[src/rtl/fifo_rd_packer_pkg.sv]
// Shared definitions for the FIFO read-side byte packer: FSM encoding and the
// width of byte-count fields.
package fifo_rd_packer_pkg;

    typedef enum logic [1:0] {
        ST_IDLE  = 2'd0,
        ST_FILL  = 2'd1,
        ST_DRAIN = 2'd2,
        ST_EMIT  = 2'd3
    } state_e;

    // Width needed to hold a byte count in the range 0..pack inclusive.
    function automatic int cnt_w(input int pack);
        return $clog2(pack + 1);
    endfunction

endpackage

[src/rtl/fifo_rd_packer_byte_accum.sv]
// Byte accumulator: writes one byte per cycle at a given index, clear has priority.
// acc_nxt_o shows the contents including this cycle's write (zero latency view).
module byte_accum
    import fifo_rd_packer_pkg::*;
#(
    parameter int DATA_WIDTH = 8,
    parameter int PACK       = 4
) (
    input  logic                         clk_i,
    input  logic                         rst_ni,
    input  logic                         we_i,
    input  logic                         clr_i,
    input  logic [cnt_w(PACK)-1:0]       idx_i,
    input  logic [DATA_WIDTH-1:0]        din_i,
    output logic [DATA_WIDTH*PACK-1:0]   acc_nxt_o
);

    localparam int CW = cnt_w(PACK);

    logic [DATA_WIDTH*PACK-1:0] acc_q;

    always_comb begin
        acc_nxt_o = acc_q;
        if (we_i) begin
            for (int i = 0; i < PACK; i++) begin
                if (idx_i == CW'(i)) begin
                    acc_nxt_o[i*DATA_WIDTH +: DATA_WIDTH] = din_i;
                end
            end
        end
    end

    // Clearing to zero after each word is what zero-fills the unused upper bytes.
    always_ff @(posedge clk_i or negedge rst_ni) begin
        if (!rst_ni) begin
            acc_q <= '0;
        end else if (clr_i) begin
            acc_q <= '0;
        end else begin
            acc_q <= acc_nxt_o;
        end
    end

endmodule

[src/rtl/fifo_rd_packer.sv]
// Packs FIFO read bytes into PACK-byte words; word registered the cycle the last byte lands.
// word held stable while word_ready is low; no FIFO reads issued outside FILL.
module fifo_rd_packer
    import fifo_rd_packer_pkg::*;
#(
    parameter int DATA_WIDTH = 8,
    parameter int PACK       = 4
) (
    input  logic                        clk_rd,
    input  logic                        rst,
    input  logic                        en,
    input  logic                        flush,
    input  logic                        empty,
    input  logic [DATA_WIDTH-1:0]       fifo_dout,
    output logic                        en_rd,
    output logic [DATA_WIDTH*PACK-1:0]  word,
    output logic [cnt_w(PACK)-1:0]      word_bytes,
    output logic                        word_valid,
    input  logic                        word_ready
);

    localparam int CW = cnt_w(PACK);
    localparam int WW = DATA_WIDTH * PACK;

    state_e         state_q, state_d;
    logic [CW-1:0]  acc_cnt_q, acc_cnt_d;
    logic           inflight_q;
    logic [WW-1:0]  word_q, word_d;
    logic [CW-1:0]  word_bytes_q, word_bytes_d;
    logic           word_valid_q, word_valid_d;
    logic           acc_clr;
    logic           load;
    logic [WW-1:0]  acc_view;
    logic [CW:0]    pending;

    // Bytes already held plus the one arriving this cycle from the FIFO.
    assign pending = {1'b0, acc_cnt_q} + {{CW{1'b0}}, inflight_q};
    assign en_rd   = en && !empty && (state_q == ST_FILL) && (pending < (CW+1)'(PACK));

    byte_accum #(
        .DATA_WIDTH (DATA_WIDTH),
        .PACK       (PACK)
    ) u_accum (
        .clk_i      (clk_rd),
        .rst_ni     (rst),
        .we_i       (inflight_q),
        .clr_i      (acc_clr),
        .idx_i      (acc_cnt_q),
        .din_i      (fifo_dout),
        .acc_nxt_o  (acc_view)
    );

    always_comb begin
        state_d      = state_q;
        acc_cnt_d    = acc_cnt_q + CW'(inflight_q);
        word_d       = word_q;
        word_bytes_d = word_bytes_q;
        word_valid_d = word_valid_q;
        acc_clr      = 1'b0;
        load         = 1'b0;
        case (state_q)
            ST_IDLE:  if (en) state_d = ST_FILL;
            ST_FILL: begin
                if (acc_cnt_d == CW'(PACK)) begin
                    load = 1'b1;
                end else if (flush && (pending != '0)) begin
                    state_d = ST_DRAIN;
                end
            end
            ST_DRAIN: if (!inflight_q) load = 1'b1;
            ST_EMIT: begin
                if (word_ready) begin
                    word_valid_d = 1'b0;
                    state_d      = en ? ST_FILL : ST_IDLE;
                end
            end
            default:  state_d = ST_IDLE;
        endcase
        // The final byte is merged straight into the word, so no cycle is lost to it.
        if (load) begin
            state_d      = ST_EMIT;
            word_d       = acc_view;
            word_bytes_d = acc_cnt_d;
            word_valid_d = 1'b1;
            acc_clr      = 1'b1;
            acc_cnt_d    = '0;
        end
    end

    always_ff @(posedge clk_rd or negedge rst) begin
        if (!rst) begin
            state_q      <= ST_IDLE;
            acc_cnt_q    <= '0;
            inflight_q   <= 1'b0;
            word_q       <= '0;
            word_bytes_q <= '0;
            word_valid_q <= 1'b0;
        end else begin
            state_q      <= state_d;
            acc_cnt_q    <= acc_cnt_d;
            inflight_q   <= en_rd;
            word_q       <= word_d;
            word_bytes_q <= word_bytes_d;
            word_valid_q <= word_valid_d;
        end
    end

    assign word       = word_q;
    assign word_bytes = word_bytes_q;
    assign word_valid = word_valid_q;

endmodule

[config.mk]
export PLATFORM = sky130hd
export DESIGN_NAME = fifo_rd_packer
export DESIGN_NICKNAME = d
export VERILOG_FILES = /design/src/rtl/fifo_rd_packer_pkg.sv /design/src/rtl/fifo_rd_packer_byte_accum.sv /design/src/rtl/fifo_rd_packer.sv
export SDC_FILE = /design/constraint.sdc
export NUM_CORES = 1
export LEC_CHECK = 0
export CORE_ASPECT_RATIO = 0.9
export CORE_UTILIZATION = 47
export CTS_CLUSTER_SIZE = 30
export DETAILED_ROUTE_END_ITERATION = 7
export PLACE_DENSITY = 0.74
export SLEW_MARGIN = 0
export SYNTH_ARGS = -nofsm -noshare
export SYNTH_HDL_FRONTEND = slang
export SYNTH_SLANG_ARGS = --single-unit
[constraint.sdc]
create_clock -name clk_rd -period 2.07 [get_ports clk_rd]
set_clock_uncertainty 0.1 [all_clocks]
set_input_delay 0.414 -clock clk_rd [delete_from_list [all_inputs] [get_ports clk_rd]]
set_output_delay 0.414 -clock clk_rd [all_outputs]
set_load 0.02 [all_outputs]
# After elaboration in Yosys (flattened, before gate mapping)
# Cells that the tools add are included.
[totals] reg_bits=74 input_bits=14 out_inout_bits=37
[classes] n_lt_le_gt_ge=1 eq_ne=11 reduce_logical=13 mux=21 addsub=2
[ops] op="$mux W32" count=2
[ops] op="$mux W8" count=4
[ops] op="$mux W2" count=5
[ops] op="$ne A3 B3 Y1 const B" count=3
[ops] op="$reduce_bool A4 Y1" count=2
[ops] op="$mux W1" count=7
[ops] op="$eq A3 B2 Y1 const B" count=2
[ops] op="$pmux W2 S3" count=1
[ops] op="$reduce_and A5 Y1" count=1
[ops] op="$add A3 B1 Y4" count=1
[ops] op="$eq A2 B2 Y1 const B" count=2
[ops] op="$logic_and A1 B1 Y1" count=4
[ops] op="$lt A4 B3 Y1 const B" count=1
[ops] op="$reduce_bool A2 Y1" count=2
[ops] op="$add A3 B1 Y3" count=1
[ops] op="$eq A3 B1 Y1 const B" count=1
[ops] op="$eq A3 B3 Y1 const B" count=1
[ops] op="$logic_not A3 Y1" count=1
[ops] op="$mux W3" count=1
[ops] op="$ne A3 B2 Y1 const B" count=1
[ops] op="$eq A2 B1 Y1 const B" count=1
[ops] op="$logic_not A2 Y1" count=1
[ops] op="$pmux W1 S2" count=1
[ops] op="$reduce_and A2 Y1" count=1
[ops] op="$logic_not A1 Y1" count=1

# Depth between registers and ports, before layout
# Gate-level depths: netlist of run 1.
[depth] depth_word=7 ltp_mapped=8 depth_no_buf=6

# Hierarchy
# A second synthesis of run 1 with hierarchy kept.
[hier_totals] hier_cells=271 hier_area_um2=3724.8
[by_module_without_submodules] module="byte_accum" cells_per_inst=154 area_per_inst_um2=1876.8 instances=1 seq_area_each_um2=800.8
[by_module_without_submodules] module="fifo_rd_packer" cells_per_inst=117 area_per_inst_um2=1848.0 instances=1 seq_area_each_um2=1051.0

# Worst setup path after synthesis of run 1
# Ideal clock, no wire load.
[synth_timing] path_type="register to register" startpoint="register acc_cnt_q[0]" endpoint="register word_q[0] (netlist: word[0])" stages_incl_launch_ff=9 slack_ps=-181 t_required_ps=1845 arrival_time_ps=2025 path_buffers=2 setup_time_ps=125 cell_sequence="dfrtp_1 -> ha_1 -> ha_1 -> or3b_1 -> o22ai_2 -> and2_1 -> buf_6 -> buf_4 -> a21oi_1"
[synth_between] elab_chain_cells=4 word_cells_on_any_way=7 cone_classes="add/sub: 1; eq/ne: 1; mux: 4; reduce/logical: 1"
[synth_lines] item="start, declared" line_no="fifo_rd_packer.sv:26" rtl="logic [CW-1:0] acc_cnt_q, acc_cnt_d;"
[synth_lines] item="start signal, assigned" line_no="fifo_rd_packer.sv:100" rtl="acc_cnt_q <= acc_cnt_d;"
[synth_lines] item="$add A3 B1 Y3" line_no="fifo_rd_packer.sv:55" rtl="acc_cnt_d = acc_cnt_q + CW'(inflight_q);"
[synth_lines] item="$eq A3 B3 Y1" line_no="fifo_rd_packer.sv:64" rtl="if (acc_cnt_d == CW'(PACK)) begin"
[synth_lines] item="$mux W1" line_no="fifo_rd_packer.sv:64"
[synth_lines] item="$pmux W1 S2" line_no="fifo_rd_packer.sv:61" rtl="case (state_q)"
[synth_lines] item="end signal, assigned" line_no="fifo_rd_packer.sv:102" rtl="word_q <= word_d;"
[synth_lines] item="end, declared" line_no="fifo_rd_packer.sv:28" rtl="logic [WW-1:0] word_q, word_d;"
# Several ways; a longest one is shown, not always the timed one.
# A chain may end at the register's enable or synchronous reset.

# Worst setup path after layout of run 1
[layout_timing] startpoint="register acc_cnt_q[0]" endpoint="register word_q[14] (netlist: word[14])"
# Same word-level chain as after synthesis.

==> results.md, run 1 <==
Power and ir drop:
- The internal power component is 4670 µW.
- The proportion of power drawn by combinational gates is 57.5%.
- The largest vdd supply drop is 808 µV.
- The overall power is 7860 µW.
- In this run the static leakage power is 0.00196 µW.
- For this design the ratio of total power to cell area is 1730 nW/µm².
- The sequential power share is 29.5%.
- The analysis attributes to net switching a power of 3190 µW.
- The net switching fraction of the power is 40.6%.
- In this run, the clock network consumes 13.0% of the power.

GRT:
- Global routing used 24.1% of the available tracks across all layers.
- Entering global routing, the biggest net connects 39 pins.
- The total overflow left after global routing is 0.
- The number of antenna violations at the first check in global routing is 0.
- The number of global-route vias before repair is 2345.
- The wire length of the first global-routing pass is 12.0 mm.

Run status:
- The final reports fail on negative setup slack.
- The flow ran to the end, but the final reports show violations.

Finish:
- The number of cells in the finished layout apart from fillers is 441.
- In the final layout, the share of cells above drive strength 1 is 33.6%.
- Counting the fill cells in the layout gives 424.
- For this run, the share of the core covered by cells in the final layout is 73.6%.
- From synthesis to final layout, the design area changed by 50.2%.
- The repair_antennas step left the layout with diodes totalling 0.
- The multi-input combinational cells in the finished layout cover a total of 1330 µm².
- Summing all flip-flop and latch instances after layout gives 1850 µm².
- The number of nets in the layout is 369.

Critical path:
- The number of cells on the worst reg-to-reg path is 9.
- The terminus of the critical flop-to-flop path is word[14].
- In this run the worst path has a maximum fanout of 8.
- The endpoint arrival time on the critical path is 2340 ps.
- The critical path in this run is classified as reg -> reg.
- The startpoint class of the critical path is a flop.
- At the worst endpoint, the required time is 2200 ps.
- The slack of the worst reg-to-reg path is -130 ps.
- STA classifies the critical path endpoint as a flop.
- The reg-to-reg critical path startpoint is acc_cnt_q[0].

Synthesis:
- The async set-or-reset flop fraction in the synthesized netlist is 100%.
- The number of standard cells after synthesis is 265.
- The share of synthesized area occupied by flip-flops and latches is 61.1%.
- The net count after synthesis is 285.
- Counting flops and latches in the post-synthesis netlist gives 74.
- The warning count from the yosys run is 0.
- Counting flops with a built-in enable in the synthesized netlist gives 0.
- sky130_fd_sc_hd__dfrtp_1 is the most common cell in the netlist.
- After synthesis, the most frequently instantiated cells are sky130_fd_sc_hd__dfrtp_1, sky130_fd_sc_hd__a21oi_1, sky130_fd_sc_hd__nor2_1.
- The most used flip-flop cell after synthesis is sky130_fd_sc_hd__dfrtp_1.
- Averaged over all synthesized cells, the footprint is 11.4 µm².
- The number of library cell types mapped by synthesis is 30.
- The cell type with the highest aggregate area in the netlist is sky130_fd_sc_hd__dfrtp_1.
- Of the post-synthesis cell area, the dominant cell type holds 61.1%.
- Summing every instance area after synthesis gives 3030 µm².
- By area the synthesized netlist is led by sky130_fd_sc_hd__dfrtp_1, sky130_fd_sc_hd__a21oi_1, sky130_fd_sc_hd__mux2i_1, sky130_fd_sc_hd__nor2_1, sky130_fd_sc_hd__ha_1.

Min path:
- The path with the worst hold slack has its endpoint at word_valid.
- The startpoint identified for the worst hold timing path is word_valid.
- The class of the worst hold path is reg -> reg.
- The worst hold path was traced through 2 stages.

Die:
- The die span in x is 86.6 µm.
- For this design the top-level I/O count stands at 51.
- The initial core utilization is 49.0%.
- The core region is 6180 µm².
- The die area is 6770 µm².
- Measured along the y axis, the die boundary spans 78.2 µm.
- After floorplanning, the core was divided into 27 placement rows.

Placed design:
- The final weighted congestion of routability-driven global placement is 0.794.
- After detailed placement, the design holds a cell count of 409.
- The number of buffers added on ports is 50.
- Detailed placement finished with a half-perimeter wire length of 4.73 mm.

STA:
- The final hold slack is 403 ps.
- The worst path uses 106% of the clock period.
- For the pin with the worst max-slew slack, the measured transition is 469 ps.
- Setup violations remaining at the end of the flow were counted as 58.
- The relative slew slack is 67.8%.
- Setup repair after global routing could not meet its margin everywhere.
- The count of final hold-check violations is 0.
- The post-route worst setup slack is -134 ps.
- The time the worst path needs with I/O delays and setup is 2200 ps.
- Based on the critical path, the design can be clocked at up to 0.454 GHz.
- The number of max-slew violations in the final report was 0.

CTS:
- The TritonCTS clock tree is built.
- The clock latency on the worst-skew pair is 360 ps.
- Clock tree synthesis found a total of 74 sinks.
- Buffers inserted during clock tree synthesis total 9.
- The number of levels in the clock H-tree is 3.
- The root buffer selected by CTS is sky130_fd_sc_hd__clkbuf_8.
- The buffer levels on the longest clock path is 2.
- After clock tree synthesis, the clock-pin slew on the worst setup and hold paths is 80 ps.

Route:
- The routed design has 8.22 mm of wire.
- The mean routed wirelength per cell is 18.6 µm.
- The detailed-route via count is 2410.
- The number of nets with antenna violations after routing is 0.
- For this run, the detailed router's first-pass iteration total came to 4.
- In the routed layout, each cell is associated on average with a via count of 5.46.
- For this block, the initial DRC count from the detailed router was 153.
- The number of remaining DRC errors is 0.

Job:
- The tool flagged a number of max-cap violations equal to 0.
==> critical path, cell delays in order (launching register included) <==
cell	delay (ps)
sky130_fd_sc_hd__dfrtp_1	390
sky130_fd_sc_hd__ha_2	210
sky130_fd_sc_hd__ha_4	220
sky130_fd_sc_hd__or3b_4	410
sky130_fd_sc_hd__o22ai_4	120
sky130_fd_sc_hd__and2_4	200
sky130_fd_sc_hd__buf_12	140
sky130_fd_sc_hd__buf_12	110
sky130_fd_sc_hd__buf_12	120
sky130_fd_sc_hd__a21oi_1	60
==> metal layers <==
metal / routed length (µm) / GRT usage, % / share of wire, % / vias up
met4: 61 / 6.67 / 0.74 / 0
li1: - / - / - / 1098
met1: 3630 / 31.5 / 44 / 1228
met3: 396 / 7.05 / 4.8 / 7
met2: 4130 / 39.1 / 50 / 77
met5: 0 / 0 / 0 / -
==> power groups by stage <==
stage                     combinational, µW  sequential, µW  clock (µW)
after floorplan                        1510            2740           0
after global placement                 3280            2310           0
after detailed placement               3370            2330           0
after CTS                              3880            2310        1020
after global routing                   4820            2370        1100
final                                  4520            2320        1020
==> stage by stage <==
stage	TNS (ps)	setup WS (ps)	area, µm²
after floorplan	-2350	-68.5	3080
after global placement	-211	-211	3860
after detailed placement	-1500	-305	3860
after CTS	-1160	-188	4280
after global routing	-6270	-177	4550
final	-3230	-134	4550
==> state kept, by name, indices dropped and copies added (netlist names) <==
| name | flops |
|---|---|
| acc_cnt_q | 3 |
| inflight_q | 1 |
| state_q | 2 |
| u_accum.acc_q | 32 |
| word | 32 |
| word_bytes | 3 |
| word_valid | 1 |
==> what timing repair did <==
action	in CTS	in global routing
hold endpoints to repair	14	0
buffers inserted	7	4
gates cloned	3	4
hold buffers	1	0
resized for setup	27	50
pin swaps	7	1
endpoints found under the setup margin	68	70
==> worst max path at each step <==
stage            startpoint                 to  slack [ps]  depth (start not counted)
2_1_floorplan    inflight_q            word[0]         -70                          8
5_1_grt        acc_cnt_q[0]  u_accum.acc_q[14]        -180                          9
6_report       acc_cnt_q[0]           word[14]        -130                          9
3_3_place_gp     inflight_q              en_rd        -210                          6
4_1_cts        acc_cnt_q[0]              en_rd        -190                          6
3_5_place_dp     inflight_q              en_rd        -310                          6
==> area by class of cell <==
type / count / area share (%)
well taps: 87 / 2.39
inverters: 4 / 0.330
clock buffers: 11 / 3.11
multi-input cells: 169 / 29.2
repair buffers: 91 / 23.5
flip-flops and latches: 74 / 40.7
clock inverters: 5 / 0.770
==> layout by cell type, fill, tap and decap left out, types with 2 or more instances in the layout <==
cell type,n
sky130_fd_sc_hd__dfrtp_1,74
sky130_fd_sc_hd__clkdlybuf4s50_1,48
sky130_fd_sc_hd__a21oi_1,39
sky130_fd_sc_hd__mux2i_1,32
sky130_fd_sc_hd__a21oi_2,26
sky130_fd_sc_hd__buf_4,19
sky130_fd_sc_hd__nor2_2,16
sky130_fd_sc_hd__nor2_1,14
sky130_fd_sc_hd__clkbuf_8,10
sky130_fd_sc_hd__buf_12,10
sky130_fd_sc_hd__nand2_1,6
sky130_fd_sc_hd__inv_1,4
sky130_fd_sc_hd__nor2_4,4
sky130_fd_sc_hd__ha_1,4
sky130_fd_sc_hd__clkbuf_16,4
sky130_fd_sc_hd__buf_6,4
sky130_fd_sc_hd__nor4bb_2,2
sky130_fd_sc_hd__and2_1,2
sky130_fd_sc_hd__mux2_2,2
sky130_fd_sc_hd__o21ai_0,2
sky130_fd_sc_hd__a21oi_4,2
sky130_fd_sc_hd__clkinv_2,2
sky130_fd_sc_hd__inv_6,2
sky130_fd_sc_hd__buf_16,2
sky130_fd_sc_hd__buf_8,2
==> kinds of logic after synthesis <==
group / Yosys count / synth area share [%]
compound gates: 74 / 12.9
flops: 74 / 61.1
simple gates: 54 / 8.18
mux: 34 / 11.3
buf+inv: 22 / 3.72
fa+ha+maj: 6 / 2.48
xor+xnor: 1 / 0.289
Note: power is estimated with default switching activity, not from simulation.
==> inputs of run 2 (changes only) <==
Settings changed: GPL_TIMING_DRIVEN from default to 0.
==> run 2 against run 1 <==
Against the previous run:
- the run still ends with negative setup slack left
- die area did not move
- via count fell by 4.0%
- combinational power fell by 15%
- sequential power barely moved
- core utilization fell by 4.7 points
- fmax fell by 2.7%
- final area fell by 6.4%
- final cell count fell by 1.6%
- count of clock-buffer cells in the layout rose by 1
==> results.md, run 2 (synthesis gave the netlist of run 1 again) <==
Critical path:
- The slack of the worst reg-to-reg path is -200 ps (-60 ps).
- STA classifies the critical path startpoint as a flop.
- The maximum fanout along the worst path is 7 (-1).
- The worst path required time is 2190 ps (about the same).
- The endpoint arrival time on the critical path is 2380 ps (+40 ps).
- The worst register-to-register path ends at u_accum.acc_q[23].
- STA classifies the critical path endpoint as a flop.
- In this run the critical register-to-register path is launched from inflight_q.
- The critical path is of the reg -> reg type.
- The logic depth of the worst register-to-register path is 9 (unchanged).

Die:
- The total core area came to 6180 µm² (unchanged).
- The die extent in y is 78.2 µm (unchanged).
- The I/O pin count was 51 (unchanged).
- The die span in x came to 86.6 µm (unchanged).
- The initial core utilization came to 49.0% (unchanged).
- The die area was 6770 µm² (unchanged).
- The number of standard-cell rows in the floorplan is 27 (unchanged).

CTS:
- The clock edge transition at the registers on the reported setup and hold paths is 80 ps (about the same).
- TritonCTS built the clock tree.
- The number of buffers created by CTS is 9 (unchanged).
- The tree is rooted in a sky130_fd_sc_hd__clkbuf_8.
- The number of levels in the clock H-tree is 3 (unchanged).
- The clock latency on the worst-skew pair is 340 ps (-20 ps).
- The clock net sink count came to 74 (unchanged).
- The buffer levels on the longest clock path is 2 (unchanged).
- The count of hold-fix buffers inserted at cts is 0 (-1).

Power and ir drop:
- The static leakage power is 0.00187 µW (-4.6%).
- The largest vdd supply drop is 1000 µV (+24%).
- The total power density per cell area came to 1750 nW/µm² (+1.1%).

Finish:
- The number of filler instances in the final layout is 466 (+9.9%).
- The sequential cell area is 1850 µm² (about the same).
- The number of nets in the layout is 362 (-1.9%).
- Relative to the synthesized area, the layout overhead comes to 40.5%.
- The most common cell after layout, fill and taps aside is sky130_fd_sc_hd__dfrtp_1.
- The number of cells in the finished layout apart from fillers is 434 (-1.6%).
- The top cell types in the final layout, fill and taps aside, are sky130_fd_sc_hd__dfrtp_1, sky130_fd_sc_hd__a21oi_1, sky130_fd_sc_hd__clkdlybuf4s50_1, sky130_fd_sc_hd__mux2i_1, sky130_fd_sc_hd__nor2_1.
- The number of diodes is 0 (unchanged).
- The fraction of final layout cells sized beyond drive strength 1 is 21.6% (-12 points).
- The total area of multi-input combinational cells is 1210 µm² (-9.1%).
- The share of the core filled with cells is 68.9% (-4.7 points).

STA:
- Setup repair after global routing could not meet its margin everywhere.
- The setup total negative slack was -8450 ps (-5220 ps).
- The time the worst path needs with I/O delays and setup is 2270 ps (+61.4 ps).
- The post-route worst setup slack is -196 ps (-61.4 ps).
- The actual transition at the worst max-transition pin came to 909 ps (+440 ps).
- The count of final hold-check violations is 0 (unchanged).
- The number of max-slew violations in the final report came to 0 (unchanged).
- The number of failing setup endpoints in the final timing report is 71 (+22%).
- The achievable clock frequency is 0.441 GHz (-2.7%).
- The portion of the clock cycle consumed by the worst path in the final layout was 109% (+3.0 points).
- The relative slew slack is 39.4% (-28 points).

GRT:
- The total routing resource utilization after global routing is 24.5% (+0.41 points).
- The number of antenna violations at the first check in global routing was 0 (unchanged).
- The final global-route overflow total is 0 (unchanged).
- The largest net degree at the start of global routing is 75 (+92%).
- The wire length of the first global-routing pass was 12.2 mm (+1.9%).
- The number of global-route vias before repair is 2420 (+3.2%).

Job:
- The max-capacitance violation count is 0 (unchanged).

Placed design:
- The final weighted congestion of routability-driven global placement came to 0.779 (-2.0%).
- The instance count after placement with tap cells included is 402 (-1.7%).
- The number of buffers added on ports is 50 (unchanged).
- The post-detailed-placement half-perimeter wirelength was 4.56 mm (-3.5%).
- The worst slack at placement is -639 ps (-333 ps).

Route:
- The detailed-route via count is 2314 (-4.0%).
- The number of detailed-route iterations in the first pass is 4 (unchanged).
- The number of remaining DRC errors is 0 (unchanged).
- The number of nets with antenna violations after routing is 0 (unchanged).
- The mean routed wirelength per cell was 17.6 µm (-5.7%).
- The starting DRC count in detailed routing is 200 (+31%).
- The aggregate routed wire length is 7.63 mm (-7.2%).
- The via density per instance is 5.33 (-2.4%).

Min path:
- The min-delay analysis places its worst path in the category in -> async.

Run status:
- The run finished, with violations left.
- The final reports fail on negative setup slack.
==> run 2: worst max path at each step <==
stage,depth (start not counted),start,slack [ps],to
global route,9,inflight_q,-270,u_accum.acc_q[23]
global placement,1,rst,-1990,word[16]
finish,9,inflight_q,-200,u_accum.acc_q[23]
CTS,9,inflight_q,-160,word[12]
detailed placement,6,inflight_q,-640,en_rd
floorplan,8,inflight_q,-70,word[0]
==> run 2: layout make-up <==
class,instances,share of cell area [%]
repair buffers,66,15.9
plain buffers,18,3.67
clock inverters,4,1.70
flip-flops and latches,74,43.5
inverters,4,0.353
multi-input cells,169,28.4
clock buffers,12,3.88
well taps,87,2.56
==> run 2: critical path: stages, from the launching register on <==
cell and delay (ps):
sky130_fd_sc_hd__dfrtp_2 440, sky130_fd_sc_hd__ha_4 180, sky130_fd_sc_hd__ha_4 210, sky130_fd_sc_hd__or3b_4 390, sky130_fd_sc_hd__o22ai_4 190, sky130_fd_sc_hd__and2_4 210
sky130_fd_sc_hd__buf_12 140, sky130_fd_sc_hd__buf_12 110, sky130_fd_sc_hd__buf_8 100, sky130_fd_sc_hd__nor2_1 50
==> run 2: metal layers <==
metal  global-route usage, %  wire length (µm)  vias to the layer above
met1                    32.3              3410                     1163
li1                        -                 -                     1077
met3                    7.15               381                       10
met5                       0                 0                        -
met2                    39.6              3770                       64
met4                    6.67                65                        0
==> run 2: power by group <==
part / internal [µW] / switching, µW
registers: 2020 / 312
logic: 1760 / 2050
clock network: 775 / 514
total: 4560 / 2880
==> run 2: repair_timing <==
item	in CTS	in global routing
pin swaps	4	1
setup buffers	11	4
setup endpoints to repair	74	73
gates resized for setup	25	28
cloned	1	1
==> run 2: stage by stage <==
step	instance area (µm²)	hold WS [ps]	power (µW)
after floorplan	3080	18.4	4240
after global placement	3690	363	5400
after detailed placement	3690	381	5520
after CTS	4150	125	7200
after global routing	4260	162	7900
final	4260	76.2	7440
